File: src/rtl/sha_msg_sched_if.sv
// Handshake/bus bundle for the SHA-256 message-schedule stage.
//   load, block_in : block capture request and 512-bit message block
//   w_out, t_out   : current schedule word W_t and its index t
//   w_valid/w_ready: word handshake toward the compression round stage
//   busy, done     : block in progress / one-cycle end-of-block pulse
// The slave modport is taken by sha_msg_sched; master is the driving side.
interface sha_msg_sched_if;
  logic         load;
  logic [511:0] block_in;
  logic [31:0]  w_out;
  logic [5:0]   t_out;
  logic         w_valid;
  logic         w_ready;
  logic         busy;
  logic         done;

  modport slave (
    input  load, block_in, w_ready,
    output w_out, t_out, w_valid, busy, done
  );

  modport master (
    output load, block_in, w_ready,
    input  w_out, t_out, w_valid, busy, done
  );
endinterface

File: src/rtl/sha_msg_sched.sv
// SHA-256 message-schedule stage.
// Captures one 512-bit block on load and emits W0..W(ROUNDS-1), one word per
// accepted w_valid/w_ready handshake. W16 onward are generated in a 16-word
// sliding window; win[0] is always the word being presented.
// Ports:
//   clk  - system clock
//   rst  - synchronous active-high reset (dominates load and handshakes)
//   bus  - sha_msg_sched_if.slave (load, block_in, w_out, t_out, w_valid,
//          w_ready, busy, done)
// Parameter ROUNDS: words per block, 16..64.
// Optional macro SHA_MSG_SCHED_B2B_EN: accept a load in the cycle of the final
// handshake so the next block follows with no bubble.
module sha_msg_sched #(
  parameter int unsigned ROUNDS = 64
) (
  input  logic           clk,
  input  logic           rst,
  sha_msg_sched_if.slave bus
);

  typedef enum logic {IDLE, RUN} state_t;

  localparam logic [5:0] LAST = 6'(ROUNDS - 1);

  state_t      state, state_d;
  logic [31:0] win [16];
  logic [5:0]  t;
  logic        done_q;

  logic        hs;
  logic        do_load, do_shift, do_done;
  logic [31:0] w_new;

  function automatic logic [31:0] sig0(input logic [31:0] x);
    return {x[6:0], x[31:7]} ^ {x[17:0], x[31:18]} ^ (x >> 3);
  endfunction

  function automatic logic [31:0] sig1(input logic [31:0] x);
    return {x[16:0], x[31:17]} ^ {x[18:0], x[31:19]} ^ (x >> 10);
  endfunction

  assign hs    = (state == RUN) && bus.w_ready;
  assign w_new = sig1(win[14]) + win[9] + sig0(win[1]) + win[0];

  always_comb begin
    state_d  = state;
    do_load  = 1'b0;
    do_shift = 1'b0;
    do_done  = 1'b0;
    case (state)
      IDLE: begin
        if (bus.load) begin
          do_load = 1'b1;
          state_d = RUN;
        end
      end
      RUN: begin
        if (hs) begin
          if (t == LAST) begin
            do_done = 1'b1;
`ifdef SHA_MSG_SCHED_B2B_EN
            if (bus.load) do_load = 1'b1;
            else          state_d = IDLE;
`else
            state_d = IDLE;
`endif
          end else begin
            do_shift = 1'b1;
          end
        end
      end
      default: state_d = IDLE;
    endcase
  end

  always_ff @(posedge clk) begin
    if (rst) begin
      state  <= IDLE;
      t      <= '0;
      done_q <= 1'b0;
      for (int unsigned k = 0; k < 16; k++) win[k] <= '0;
    end else begin
      state  <= state_d;
      done_q <= do_done;
      if (do_load) begin
        for (int unsigned k = 0; k < 16; k++) win[k] <= bus.block_in[511 - 32*k -: 32];
        t <= '0;
      end else if (do_shift) begin
        for (int unsigned k = 0; k < 15; k++) win[k] <= win[k+1];
        win[15] <= w_new;
        t       <= t + 6'd1;
      end
    end
  end

  // The final word is not shifted out, so win[0] keeps it visible in IDLE.
  assign bus.w_out   = win[0];
  assign bus.t_out   = t;
  assign bus.w_valid = (state == RUN);
  assign bus.busy    = (state == RUN);
  assign bus.done    = done_q;

endmodule
File: src/flat_wrapper.sv
// flat-port wrapper written by rule: the top's interface ports become plain ports
module sha_msg_sched_flat 
#(
  parameter int unsigned ROUNDS = 64
)
  (clk, rst, bus_load, bus_block_in, bus_w_ready, bus_w_out, bus_t_out, bus_w_valid, bus_busy, bus_done);
  sha_msg_sched_if bus_i ();
  input  logic clk;
  input  logic rst;
  input wire logic [$bits(bus_i.load)-1:0] bus_load;
  input wire logic [$bits(bus_i.block_in)-1:0] bus_block_in;
  input wire logic [$bits(bus_i.w_ready)-1:0] bus_w_ready;
  output wire logic [$bits(bus_i.w_out)-1:0] bus_w_out;
  output wire logic [$bits(bus_i.t_out)-1:0] bus_t_out;
  output wire logic [$bits(bus_i.w_valid)-1:0] bus_w_valid;
  output wire logic [$bits(bus_i.busy)-1:0] bus_busy;
  output wire logic [$bits(bus_i.done)-1:0] bus_done;
  assign bus_i.load = bus_load;
  assign bus_i.block_in = bus_block_in;
  assign bus_i.w_ready = bus_w_ready;
  assign bus_w_out = bus_i.w_out;
  assign bus_t_out = bus_i.t_out;
  assign bus_w_valid = bus_i.w_valid;
  assign bus_busy = bus_i.busy;
  assign bus_done = bus_i.done;
  sha_msg_sched #(.ROUNDS(ROUNDS)) u_core (.clk(clk), .rst(rst), .bus(bus_i));
endmodule
File: config.mk
export PLATFORM = sky130hd
export DESIGN_NAME = sha_msg_sched_flat
export DESIGN_NICKNAME = d
export VERILOG_FILES = /design/src/rtl/sha_msg_sched_if.sv /design/src/rtl/sha_msg_sched.sv /design/src/flat_wrapper.sv
export SDC_FILE = /design/constraint.sdc
export NUM_CORES = 1
export LEC_CHECK = 0
export ABC_AREA = 1
export CORE_MARGIN = 3
export CORE_UTILIZATION = 40
export CTS_BUF_LIST = sky130_fd_sc_hd__clkbuf_4
export DETAILED_ROUTE_END_ITERATION = 8
export PLACE_DENSITY = 0.66
export SKIP_CTS_REPAIR_TIMING = 1
export SLEW_MARGIN = 0
export SYNTH_ARGS = -nofsm -noshare
export SYNTH_HDL_FRONTEND = slang
export SYNTH_SLANG_ARGS = --single-unit
File: constraint.sdc
create_clock -name clk -period 10.1 [get_ports clk]
set_clock_uncertainty 0.2 [all_clocks]
set_input_delay 2.02 -clock clk [delete_from_list [all_inputs] [get_ports clk]]
set_output_delay 2.02 -clock clk [all_outputs]
set_load 0.01 [all_outputs]
==> summary.txt, run 1 <==
Final layout
  • Layout Utilization: 52.64%
  • Commonest non-fill, non-tap cell in the layout: clkdlybuf4s50_1
  • Layout cells sized above 1: between 8 and 9%
  • Filler cells: 5690
  • Nets@finish: 3351
  • Commonest non-fill, non-tap cells in the layout: 556 x clkdlybuf4s50_1, 512 x edfxtp_1, 418 x a22o_1
  • Fin cells: approximately 3.7k
  • Area growth from synthesis to layout: 29.03%

Floorplan
  • Starting Density: approximately two fifths
  • Die area: 0.06947 sq mm
  • Die height: 263.6 um
  • Area of the core: about 0.065 sq mm
  • Die Width: 263.6 um
  • I/O Pins: roughly 560
  • Std cell rows: 93

Synthesis
  • Post-Syn Instances: about 2.2k
  • Largest family of logic cells by synthesized area: compound AO/OA/AOI/OAI gates
  • Post-synthesis sequential area ratio: 58.54%
  • #FFs+latches synth: 520
  • Post-synthesis mux area share: 0%
  • Post-synthesis adder-cell area fraction: ~6.2%
  • Average size of a mapped cell: ~12 sq um
  • Post-synthesis simple-gate area fraction: 6.785%
  • Post-Synth XOR/XNOR Area: 4.027%
  • Yosys cell types: 35
  • Syn. warnings: 0
  • Syn_nets: ~2.8k
  • Synth Area in Compound Gates: 16.40%
  • Synthesized area: 0.02654 sq mm

Timing
  • Slew Limit Fails: 0
  • Min cycle time layout: a little under 5 ns
  • RSZ-0062 raised after global routing: no
  • Final setup margin: 5.287 ns
  • Ratio of final minimum period to clock period: 47.66%
  • Worst Tran Pin Value: about 1.3 ns
  • Fin Setup TNS: 0 ns
  • Final Hold Viols: 0
  • Max Clock Freq: 207.8 MHz
  • Setup violators final: 0
  • Max-slew headroom: 13.09%

Place
  • RD Place Congestion: 0.9630
  • Setup Slack @ Placement: 4.588 ns
  • HPWL after DPL: 77.22 mm
  • Buffers on Ports: 556
  • Dpl cells: 3451

Setup path
  • R2R Path Start: u_core.win[0][40]
  • CP startpoint kind: register
  • R2R cell count: 20
  • Critical Path Sink Type: register
  • CP startpoint: u_core.win[0][40]
  • Critical path class: register to register
  • Critical path arrival: 5.31 ns
  • Critical path required time: 10.59 ns
  • Reg2reg setup slack: ~5.3 ns
  • Setup crit end: u_core.win[0][509]
  • Maximum fanout along the worst path: 4
  • Worst R2R End: u_core.win[0][509]

Clock network
  • Worst-skew pair later-pin latency: ~1 ns
  • Worst-path clk slew: 0.07 ns
  • Max Root-Sink Buffers: 3
  • TritonCTS clock tree: done
  • CTS root buffer: clkbuf_4
  • Htree depth: 4
  • Clk sinks: 520
  • CTS Buf Count: around 140

Detailed routing
  • Total wire length: 100.8 mm
  • DRC viols: 0
  • Post-route ant nets: 0
  • Via density per instance: 5.397
  • DR iter-0 viols: between 2k and 2.5k
  • DR pass1 iterations: 5
  • DR vias: 20.04k
  • WL/cell: 27.16 um

Worst hold path
  • Min-Delay Path Class: register to register

Flow run
  • Max cap viols: 0

Power
  • Static Leak: 0.01429 uW
  • Pwr Density: 223.7 mW/mm^2
  • Pwr Total: 7661 uW
  • Peak supply drop: 0.1076 mV

Global routing
  • Global-route wire length before repair: 140.5 mm
  • GRT overflow: 0
  • Initial antenna violation count: 25
  • Pin count of the biggest net entering global routing: 224
  • Total track usage: 28.40%
  • Vias in the first global route: 20.17k

Status
  • Run status: completed
[report_power, final]
group | internal, uW | total (uW) | switching [uW]
logic | 1030 | 2890 | 1860
clock network | 1050 | 1960 | 914
registers | 2640 | 2810 | 172
[cell usage after synthesis]
cell type    n  area, sq um
inv_1      303         1137
inv_2        6        22.52
buf_2       50        250.2
nand3_2      2        20.02
nand3_1     45        225.2
buf_4       36        270.3
buf_1        8        30.03
nor2_4       1        11.26
nand2_2      2        12.51
nand4_1      6        37.54
o21ai_0      9        45.04
nand2_1    327         1227
or2_2        1        6.260
a32o_1      13        130.1
a21o_1       2        15.01
buf_6       30        337.8
o21ai_1     62        310.3
o21bai_1     5        37.54
a22o_1     418         3661
nor2_2       2        12.51
nor3b_1      1        7.510
a21oi_1     29        145.1
o221ai_1     1        8.760
nand3b_1     5        37.54
xnor2_1     57        499.2
nor2_1      41        153.9
nor3_1       6        30.03
ha_1        32        400.4
and2_1       1        6.260
edfxtp_1   512        15370
xor2_1      65        569.3
dfxtp_1      8        160.2
or2_0        2        12.51
fa_1        62         1241
clkbuf_1    24        90.09
[worst max-delay path, stage by stage, from the launching register on]
cell	delay, ns
edfxtp_1	0.64
xnor2_1	0.27
xor2_1	0.20
inv_1	0.16
fa_1	0.53
inv_1	0.05
fa_1	0.43
inv_1	0.07
ha_1	0.23
inv_1	0.08
fa_1	0.47
inv_1	0.11
nand3_1	0.07
nand3_1	0.19
nand2_1	0.10
nand3_1	0.21
nand3_1	0.13
nand2_1	0.09
nand2_1	0.04
nand3_1	0.18
nand2_1	0.07
[routing by layer]
| layer | share of wire [%] | vias up | track usage [%] |
|---|---|---|---|
| li1 | - | 8990 | - |
| met1 | 39 | 9811 | 35.74 |
| met2 | 48 | 1055 | 46.39 |
| met3 | 9.9 | 164 | 8.075 |
| met4 | 3.2 | 18 | 11.06 |
| met5 | 0.091 | - | 0 |
[kinds of logic (layout without fill, tap and decap cells)]
logic type / Yosys count / count (layout)
compound gates: 539 / 539
xor+xnor: 122 / 122
fa+ha+maj: 94 / 94
buf+inv: 457 / 1120
flops: 520 / 520
other cells: 0 / 21
simple gates: 442 / 442
[state kept, by name (all words and copies together) (netlist names)]
| register | cells |
|---|---|
| u_core.bus.done | 1 |
| u_core.win | 512 |
| u_core.bus.busy | 1 |
| u_core.bus.t_out | 6 |
[metrics by stage]
| step | hold WS, ns | instance area, sq um |
|---|---|---|
| after floorplan | 0.3042 | 26540 |
| after detailed placement | 0.2938 | 32360 |
| after global routing | 0.2910 | 34210 |
| after global placement | 0.3023 | 32360 |
| final | 0.2763 | 34240 |
| after CTS | 0.2661 | 34190 |
[worst min path at each step]
stage	startpoint	end	slack (ns)	depth (start not counted)
finish	u_core.win[0][505]	u_core.win[0][473]	0.28	1
global route	u_core.win[0][505]	u_core.win[0][473]	0.29	1
CTS	u_core.win[0][505]	u_core.win[0][473]	0.27	1
detailed placement	u_core.bus.t_out[4]	u_core.bus.t_out[4]	0.29	2
global placement	u_core.bus.t_out[4]	u_core.bus.t_out[4]	0.30	2
floorplan	u_core.bus.t_out[2]	u_core.bus.t_out[2]	0.30	2
[layout make-up]
cell class	instances	area, sq um	share of cell area [%]
diodes	21	52.55	0.1535
inverters	309	1165	3.402
multi-input cells	1197	8884	25.94
repair buffers	570	5708	16.67
clock inverters	32	257.7	0.7528
well taps	855	1070	3.124
clock buffers	209	1569	4.582
flip-flops and latches	520	15530	45.37
No activity file was read; power rests on OpenSTA's default activity.
==> run 2, diff against run 1 <==
- PLACE_DENSITY: 0.66 -> 0.69
- clock period: 10.1 -> 4.4 ns (I/O delays scaled with it)
==> run 2 against run 1 <==
Maximum frequency up 12%; worst setup slack worse by 5.2 ns; non-clock buffer count up 48; die area unchanged; register-to-register slack worse by 5.2 ns; sequential power up 130%; sequential share of layout area down 0.65 points; count of clock-buffer cells in the layout up 2; clock power up 130%; sequential cell count unchanged; global-route usage up 0.64 points; utilization up 0.77 points.
==> summary.txt, run 2 (synthesis gave the netlist of run 1 again) <==
Final layout
  • Final Cell Area: 0.03474 sq mm (was 0.03424 sq mm)
  • Register area: 0.01553 sq mm (unchanged)
  • Nets@finish: 3401 (was 3351)
  • Fin cells: 3750 (was 3713)
  • Commonest non-fill, non-tap cell in the layout: clkdlybuf4s50_1 (unchanged)
  • Filler cells: 5606 (was 5690)
  • Biggest register: u_core.win (unchanged)
  • Multi-input logic area: 0.008937 sq mm (was 0.008884 sq mm)
  • Layout cells sized above 1: 10.81% (was 8.953%)
  • Commonest non-fill, non-tap cells in the layout: 556 x clkdlybuf4s50_1, 512 x edfxtp_1, 418 x a22o_1 (unchanged)
  • Number of flip-flops in the largest register: 512 (unchanged)
  • Area growth from synthesis to layout: 30.91% (was 29.03%)

Detailed routing
  • Post-route ant nets: 0 (unchanged)
  • DRC viols: 0 (unchanged)
  • Via density per instance: 5.380 (was 5.397)
  • Total wire length: 102.5 mm (was 100.8 mm)
  • DR vias: 20.18k (was 20.04k)
  • DR iter-0 viols: 2053 (was 2247)
  • WL/cell: 27.33 um (was 27.16 um)
  • DR pass1 iterations: 5 (unchanged)

Floorplan
  • I/O Pins: 557 (unchanged)
  • Area of the core: 0.06505 sq mm (unchanged)
  • Die height: 263.6 um (unchanged)
  • Std cell rows: 93 (unchanged)
  • Die area: 0.06947 sq mm (unchanged)
  • Die Width: 263.6 um (unchanged)
  • Starting Density: 40.80% (unchanged)

Setup path
  • CP startpoint kind: register (unchanged)
  • Critical path required time: 4.89 ns (was 10.59 ns)
  • Critical path arrival: 4.78 ns (was 5.31 ns)
  • Critical path class: register to register (unchanged)
  • Maximum fanout along the worst path: 4 (unchanged)
  • Critical Path Sink Type: register (unchanged)

Power
  • Static Leak: 0.01456 uW (was 0.01429 uW)
  • Comb power frac: 38.9% (was 37.7%)
  • Switching share of power: 38.85% (was 38.41%)
  • Internal: 10850 uW (was 4719 uW)
  • Seq pwr share: 35.9% (was 36.7%)
  • P_sw: 6895 uW (was 2943 uW)
  • Pwr Density: 510.9 mW/mm^2 (was 223.7 mW/mm^2)
  • Peak supply drop: 0.2393 mV (was 0.1076 mV)
  • Clk pwr share: 25.1% (was 25.6%)

Place
  • DP Area: 0.03282 sq mm (was 0.03236 sq mm)
  • Buffers on Ports: 556 (unchanged)
  • Dpl cells: 3491 (was 3451)
  • RD Place Congestion: 0.9890 (was 0.9630)
  • HPWL after DPL: 79.31 mm (was 77.22 mm)

Worst hold path
  • Min-Delay Path Class: register to register (unchanged)

Global routing
  • Total track usage: 29.04% (was 28.40%)
  • Busiest grt layer: met2 (unchanged)
  • Vias in the first global route: 20.61k (was 20.17k)
  • Met2 usage: 46.41% (was 46.39%)
  • Initial antenna violation count: 20 (was 25)
  • Grt met1 use: 35.91% (was 35.74%)
  • Pin count of the biggest net entering global routing: 131 (was 224)
  • GRT overflow: 0 (unchanged)
  • M3 GR Usage: 9.720% (was 8.075%)
  • Global-route wire length before repair: 143.7 mm (was 140.5 mm)

Timing
  • Slew Limit Fails: 0 (unchanged)
  • Setup violators final: 0 (unchanged)
  • Max-slew headroom: 49.26% (was 13.09%)
  • Min cycle time layout: 4.290 ns (was 4.813 ns)
  • Final Hold Viols: 0 (unchanged)
  • Max Clock Freq: 233.1 MHz (was 207.8 MHz)
  • Worst Tran Pin Value: 0.7592 ns (was 1.304 ns)
  • Final hold slack: 0.2974 ns (was 0.2763 ns)
  • RSZ-0062 raised after global routing: no (unchanged)
  • Ratio of final minimum period to clock period: 97.51% (was 47.66%)

Clock network
  • CTS root buffer: clkbuf_4 (unchanged)
  • CTS Buf Count: 145 (was 143)
  • Worst-skew pair later-pin latency: 0.96 ns (was 1.02 ns)
  • Clk sinks: 520 (unchanged)
  • Max Root-Sink Buffers: 3 (unchanged)
  • TritonCTS clock tree: done (unchanged)
  • Worst-path clk slew: 0.07 ns (about the same)
  • Htree depth: 4 (unchanged)

Status
  • Run status: completed (unchanged)

Flow run
  • Max cap viols: 0 (unchanged)
run 2: cell count changes in the layout (fill, tap and decap cells not counted), sizes merged:
| cell | previous run | this run |
|---|---|---|
| clkinvlp | 1 | 2 |
| clkbuf | 209 | 211 |
| clkinv | 23 | 20 |
| bufinv | 4 | 2 |
| buf | 14 | 62 |
| diode | 21 | 10 |
| inv | 313 | 315 |
run 2: cell type report:
type / count / share of cell area, %
Sequential cell: 520 / 44.72
Multi-Input combinational cell: 1197 / 25.73
Timing Repair Buffer: 618 / 17.86
Clock buffer: 211 / 4.560
Inverter: 309 / 3.353
Tap cell: 855 / 3.080
Clock inverter: 30 / 0.6231
Antenna cell: 10 / 0.07204
run 2: power groups by stage:
| stage | Combinational [uW] | Clock, uW | Sequential (uW) |
|---|---|---|---|
| global route | 7570 | 4800 | 6400 |
| finish | 6910 | 4460 | 6370 |
| floorplan | 4150 | 0 | 6320 |
| global placement | 6650 | 0 | 6460 |
| detailed placement | 6660 | 0 | 6470 |
| CTS | 6720 | 4570 | 6370 |
run 2: worst paths after layout:
path	start	end	slack [ns]	cells past startpoint
setup / recovery	u_core.win[0][44]	u_core.win[0][492]	0.11	16
hold / removal	u_core.win[0][280]	u_core.win[0][248]	0.30	1
setup reg to reg	u_core.win[0][44]	u_core.win[0][492]	0.11	16
hold reg to reg	u_core.win[0][280]	u_core.win[0][248]	0.30	1
run 2: metal layers:
metal  up-vias  part of all wire [%]  routed length, um
met2      1114                    47              48310
met1      9779                    38              38770
met5         -                  0.10                102
li1       9074                     -                  -
met4        16                   4.4               4458
met3       193                    11              10830
run 2: critical path, cell delays in order (launching register included):
cell and delay (ns):
edfxtp_1 0.44, xnor2_1 0.22, xor2_1 0.20, inv_1 0.15
fa_1 0.53, inv_1 0.06, fa_1 0.48, inv_1 0.04
ha_1 0.29, buf_4 0.17, nand2_1 0.06, nand2_1 0.08
a21oi_1 0.35, nand3_1 0.27, o21ai_1 0.28, buf_4 0.18
nand2_1 0.05
run 2: through the flow:
stage | setup TNS [ns] | worst slack [ns] | utilization [%] | power (uW)
floorplan | 0 | 0.5344 | - | 10470
global placement | -0.2514 | -0.1505 | 50.45 | 13120
detailed placement | -0.1060 | -0.06845 | 50.45 | 13130
CTS | -0.1495 | -0.08423 | 53.22 | 17660
global route | 0 | 0.001432 | 53.39 | 18780
finish | 0 | 0.1097 | 53.41 | 17750
